==> config.mk <==
export PLATFORM = sky130hd
export DESIGN_NAME = serial_subtractor
export DESIGN_NICKNAME = d
export VERILOG_FILES = /design/src/rtl/serial_subtractor.sv
export SDC_FILE = /design/constraint.sdc
export NUM_CORES = 1
export LEC_CHECK = 0
export CORE_MARGIN = 1
export CORE_UTILIZATION = 46
export DETAILED_ROUTE_END_ITERATION = 8
export HOLD_SLACK_MARGIN = 0.05
export PLACE_DENSITY = 0.79
export SYNTH_ARGS = -nofsm -noshare
export SYNTH_HDL_FRONTEND = slang
export SYNTH_SLANG_ARGS = --single-unit
==> constraint.sdc <==
create_clock -name clk -period 1.4 [get_ports clk]
set_input_delay 0.21 -clock clk [delete_from_list [all_inputs] [get_ports clk]]
set_output_delay 0.21 -clock clk [all_outputs]
set_load 0.02 [all_outputs]
==> src/rtl/serial_subtractor.sv <==
// serial_subtractor
//   Bit-serial subtractor that computes D = A - B - Bin. It handles one bit per
//   clock, LSB first, and needs size RUN cycles per operation. The controlling
//   FSM uses a start/done handshake.
//
//   Ports
//     clk    rising-edge clock
//     rst_n  asynchronous active-low reset
//     start  request, sampled only while idle
//     A, B   minuend / subtrahend, latched when start is accepted
//     Bin    borrow-in, latched when start is accepted
//     busy   high while running and during the done cycle
//     done   one-cycle pulse, D/Bout valid
//     D      difference modulo 2^size, held until the next completion
//     Bout   final borrow-out (unsigned underflow), held like D
//     ovf    (only with SERIAL_SUB_SIGNED_EN) signed two's-complement overflow
//
//   Optional feature: define SERIAL_SUB_SIGNED_EN to add the ovf output.
module serial_subtractor #(
   parameter int size = 8
) (
   input  logic            clk,
   input  logic            rst_n,
   input  logic            start,
   input  logic [size-1:0] A,
   input  logic [size-1:0] B,
   input  logic            Bin,
   output logic            busy,
   output logic            done,
   output logic [size-1:0] D,
`ifdef SERIAL_SUB_SIGNED_EN
   output logic            ovf,
`endif
   output logic            Bout
);

   localparam int CW = (size > 1) ? $clog2(size) : 1;
   localparam logic [CW-1:0] LAST = CW'(size - 1);

   typedef enum logic [1:0] {S_IDLE, S_RUN, S_DONE} state_t;

   state_t          state;
   logic [CW-1:0]   cnt;
   logic            br;
   logic [size-1:0] a_sh, b_sh, res_sh;

   // One full-subtractor slice on the current LSBs.
   logic            a, b, d_bit, nb;
   logic [size-1:0] res_nxt;

   always_comb begin
      a     = a_sh[0];
      b     = b_sh[0];
      d_bit = a ^ b ^ br;
      nb    = (~a & b) | (~a & br) | (b & br);
      // The difference bit enters at the MSB. After size shifts, bit 0 has
      // reached position 0.
      res_nxt           = res_sh >> 1;
      res_nxt[size-1]   = d_bit;
   end

   always_ff @(posedge clk or negedge rst_n) begin
      if (!rst_n) begin
         state  <= S_IDLE;
         cnt    <= '0;
         br     <= 1'b0;
         a_sh   <= '0;
         b_sh   <= '0;
         res_sh <= '0;
         D      <= '0;
         Bout   <= 1'b0;
`ifdef SERIAL_SUB_SIGNED_EN
         ovf    <= 1'b0;
`endif
         busy   <= 1'b0;
         done   <= 1'b0;
      end else begin
         case (state)
            S_IDLE: begin
               if (start) begin
                  a_sh  <= A;
                  b_sh  <= B;
                  br    <= Bin;
                  cnt   <= '0;
                  busy  <= 1'b1;
                  state <= S_RUN;
               end
            end
            S_RUN: begin
               a_sh   <= a_sh >> 1;
               b_sh   <= b_sh >> 1;
               res_sh <= res_nxt;
               br     <= nb;
               cnt    <= cnt + 1'b1;
               if (cnt == LAST) begin
                  // The outputs load only here, so D and Bout stay stable
                  // between done pulses.
                  D     <= res_nxt;
                  Bout  <= nb;
`ifdef SERIAL_SUB_SIGNED_EN
                  // br is the borrow into the MSB and nb is the borrow out of it.
                  ovf   <= br ^ nb;
`endif
                  done  <= 1'b1;
                  state <= S_DONE;
               end
            end
            S_DONE: begin
               done  <= 1'b0;
               busy  <= 1'b0;
               state <= S_IDLE;
            end
            default: state <= S_IDLE;
         endcase
      end
   end

endmodule

# After elaboration in Yosys (flattened, before gate mapping)

Cells that the tools add are included.

Flip-flop bits (word level): 41
Input bits: 20
Output and inout bits: 11
Word-level logic and storage cells: 48

$add $sub $neg: 1
Eq/ne operators: 5
Multiplexer cells: 15
Bitwise gates (word level): 8
Reduce and logical (&&, ||, !) cells: 9

Operators with widths:

| kind                                                                  | count |
|---|---|
| 8-bit case mux with 2 select lines                                    | 2 |
| 8-bit two-way mux                                                     | 2 |
| 2-bit AND reduction                                                   | 5 |
| 1-bit case mux with 2 select lines                                    | 3 |
| 3-bit case mux with 2 select lines                                    | 1 |
| 2-bit nonzero test                                                    | 3 |
| 2-bit two-way mux                                                     | 2 |
| 2-bit != test, second input constant                                  | 2 |
| 2-bit case mux with 2 select lines                                    | 1 |
| 3-bit by 1-bit adder with 3-bit output, second input constant         | 1 |
| 1-bit bitwise AND                                                     | 3 |
| 3-bit equality test, second input constant                            | 1 |
| 1-bit two-way mux                                                     | 3 |
| 3-bit two-way mux                                                     | 1 |
| 2-bit by 1-bit equality test with 1-bit output, second input constant | 1 |
| 2-bit equality test, second input constant                            | 1 |
| 2-bit zero test                                                       | 1 |
| 1-bit bitwise OR                                                      | 2 |
| 1-bit bitwise XOR                                                     | 2 |
| 1-bit inverter                                                        | 1 |

# Logic depth before layout (Yosys ltp)

Word-level depth: 5
Mapped depth: 6
Mapped depth without buffers: 5

# Worst setup path after synthesis

Ideal clock, no wire load.

Path kind: reg2reg
From: register cnt[0]
To: register Bout
Library setup time: 0.125 ns
Data arrival time: 1.304 ns
Data required time: 1.275 ns
Slack: -0.029 ns
Stages on the path, launching flop included: 6
Path buffers: 1
Clock period less this slack: 1.429 ns
Path through: dfrtp_1 > ha_1 > ha_1 > nand3b_4 > buf_6 > mux2_4

Longest elaborated chain between the ends: 2

Ends and longest elaborated chain:

| item                          | line | source |
|---|---|---|
| start: declaration            | 43   | `logic [CW-1:0] cnt;` |
| start signal: assignment      | 94   | `cnt <= cnt + 1'b1;` |
| 3-bit equality test           | 95   | `if (cnt == LAST) begin` |
| 2-bit AND reduction (no line) | n/a  |  |
| end signal: assignment        | 99   | `Bout <= nb;` |
| end: declaration              | 34   | `output logic Bout` |

Every way passes these cells.
A chain may end at the register's enable or synchronous reset.

# Worst setup path after layout

Same ends and word-level chain as after synthesis.

==> results by group <==
Timing
  • Fin crit period: 1.37 ns
  • Final hold vios: 0
  • FMAX: 728 MHz
  • Setup Skew: 0.00537 ns
  • Slack of the critical path: 0.0271 ns
  • Setup violators final: 0
  • Slew @ Worst Pin: 0.361 ns
  • Max-slew violation count: 0
  • Fin Setup TNS: 0 ns
  • Max-Slew Margin vs Limit: 75.7%
  • Final period util: 98.1%

Floorplanning
  • Initial Utilization: 48.3%
  • CORE AREA: 3660 um^2
  • Full die area: 4100 um^2
  • DIE HEIGHT: 64.0 um
  • Rows: 22
  • Ports: 31
  • Die W: 64.0 um

Placement
  • Post-detail-place hpwl: 2720 um
  • Post-Place Cell Area: 2190 um^2
  • GP Congestion: 0.762
  • Port Buffers: 30
  • DP Worst Slack: -0.135 ns

Routing
  • Routed Antenna Nets: 0
  • Vias per cell: 5.69
  • Total number of vias: 1,361
  • DR WL/cell: 16.5 um
  • Initial DRC count: 71
  • DRC Markers: 0
  • First-pass DRT Iterations: 4
  • Routed WL: 3950 um

Final layout
  • Share of cells above drive strength 1: 26.7%
  • FF/Latch Area: 1000 um^2
  • Most common cell after layout, fill and taps aside: dfrtp_1
  • Design area: 2320 um^2
  • NumNets Final: 213
  • Diodes inserted: 0
  • Area grow syn2layout: 31.2%
  • Multi-input logic area: 698 um^2
  • Filler instances: 292
  • Commonest non-fill, non-tap cells in the layout: dfrtp_1, o22ai_1, clkdlybuf4s50_1, buf_4, a21oi_1
  • Fin util: 63.4%

Power
  • Total power: 5040 uW
  • Worst vdd ir: 0.00104 V
  • Leakage Power: 0.00102 uW
  • P per Cell Area: 2170 nW/um^2

Synthesis
  • Synthesized cell area: 1770 um^2
  • Post-Synthesis Cells: 143
  • Largest area contributor in the netlist: dfrtp_1
  • Sequential share of the synthesized area: 56.6%
  • Synth cell types: 22
  • Synth warn: 0
  • Post-Syn Area per Cell: 12.4 um^2
  • Largest cells by area after synthesis: dfrtp_1, o22ai_1, mux2_4
  • Synth top area share: 56.6%
  • Syn Nets: 166
  • Synth Register Bits: 40

Hold path
  • Hold crit path type: in2async

Status
  • Status: completed

Clocking
  • Clock sinks: 40
  • Skew-Pair Late Insertion Delay: 0.29 ns
  • CTS tree: built
  • Clock-pin slew on the worst setup and hold paths: 0.07 ns
  • Max Root-Sink Buffers: 2
  • Root Driver: clkbuf_8
  • Inserted Clock Buffers: 5
  • H-Tree Level Count: 2

Global routing
  • Total global-route track usage: 21.5%
  • Largest net degree at the start of global routing: 41
  • GRT overflow: 0
  • Initial antenna violation count: 0
  • First-pass GRT wire length: 6510 um
  • Vias in the first global route: 1,430

Worst setup path
  • R2r endpoint: Bout
  • CP max FO: 4
  • Setup crit end kind: register
  • Worst Path Required: 1.58 ns
  • CP startpoint kind: register
  • Critical path class: reg2reg
  • Arrival time at the worst endpoint: 1.56 ns
  • Reg2Reg Setup Slack: 0.03 ns
  • Reg2reg path depth: 4
  • Reg2reg start: cnt[0]

Flow run
  • Max Cap Viol: 0
[report_power, final]
| part | total [uW] | internal (uW) | switching [uW] |
|---|---|---|---|
| registers | 2100 | 1700 | 405 |
| clock network | 793 | 400 | 393 |
| logic | 2140 | 1150 | 989 |
[cell families (layout without fill, tap and decap cells)]
family	count (synthesis)	in the layout	synth area share, %
AO/OA/AOI/OAI	58	58	19.5
buffers and inverters	15	62	5.73
flip-flops	40	40	56.6
AND/OR/NAND/NOR	13	14	4.60
adder cells (fa/ha/maj)	3	3	2.55
multiplexers	14	14	11.0
[critical path: stages, from the launching register on]
cell	delay (ns)
dfrtp_1	0.39
ha_2	0.21
ha_4	0.18
nand3b_2	0.17
mux2_4	0.32
[worst max path at each step]
stage                 from       to  slack (ns)  cells past startpoint
floorplan           cnt[0]     Bout       0.009                      5
global placement     start  b_sh[2]       -0.03                      3
finish              cnt[0]     Bout        0.03                      4
detailed placement   start  a_sh[7]       -0.14                      5
global route        cnt[0]     Bout       -0.01                      4
CTS                 cnt[0]     D[5]       0.005                      4
[synthesized netlist by cell type, drive strengths merged]
cell type  instances
o2bb2ai            1
clkinv             2
o22ai             27
nand2b             3
nor2               3
a2bb2oi            1
dfrtp             40
fa                 1
mux2              14
buf               11
nor2b              1
a21oi             17
or4b               1
nand2              4
o21ai              9
a22o               2
inv                2
ha                 2
nand3b             1
o221a              1
[layer usage]
layer  track usage [%]  part of all wire, %
met3              4.46                  4.4
met4              9.94                  2.3
met2              40.4                   54
met1              22.7                   39
met5                 0                    0
[flip-flops by register name (all words and copies together), names as in the netlist]
| signal | count |
|---|---|
| Bout | 1 |
| D | 8 |
| a_sh | 8 |
| b_sh | 8 |
| br | 1 |
| busy | 1 |
| cnt | 3 |
| done | 1 |
| res_sh | 7 |
| state | 2 |
[through the flow]
| step | hold WS (ns) | std cells |
|---|---|---|
| final | 0.410 | 239 |
| after global placement | 0.192 | 228 |
| after floorplan | -0.0856 | 143 |
| after CTS | 0.415 | 238 |
| after global routing | 0.436 | 239 |
| after detailed placement | 0.193 | 228 |
[timing repair]
item | CTS | global route
resized for setup | 12 | 6
setup buffers | 0 | 1
endpoints found under the setup margin | 16 | 27
endpoints found under the hold margin | 40 | 0
pin swaps | 1 | 1
cloned | 1 | 0
hold buffers | 1 | 0
[final cells by class]
type	instances	share of cell area (%)
repair buffers	50	19.2
clock inverters	1	0.323
clock buffers	7	3.72
inverters	4	0.809
multi-input cells	89	30.1
flip-flops and latches	40	43.2
well taps	48	2.59
Power figures use the tool's default switching activity.
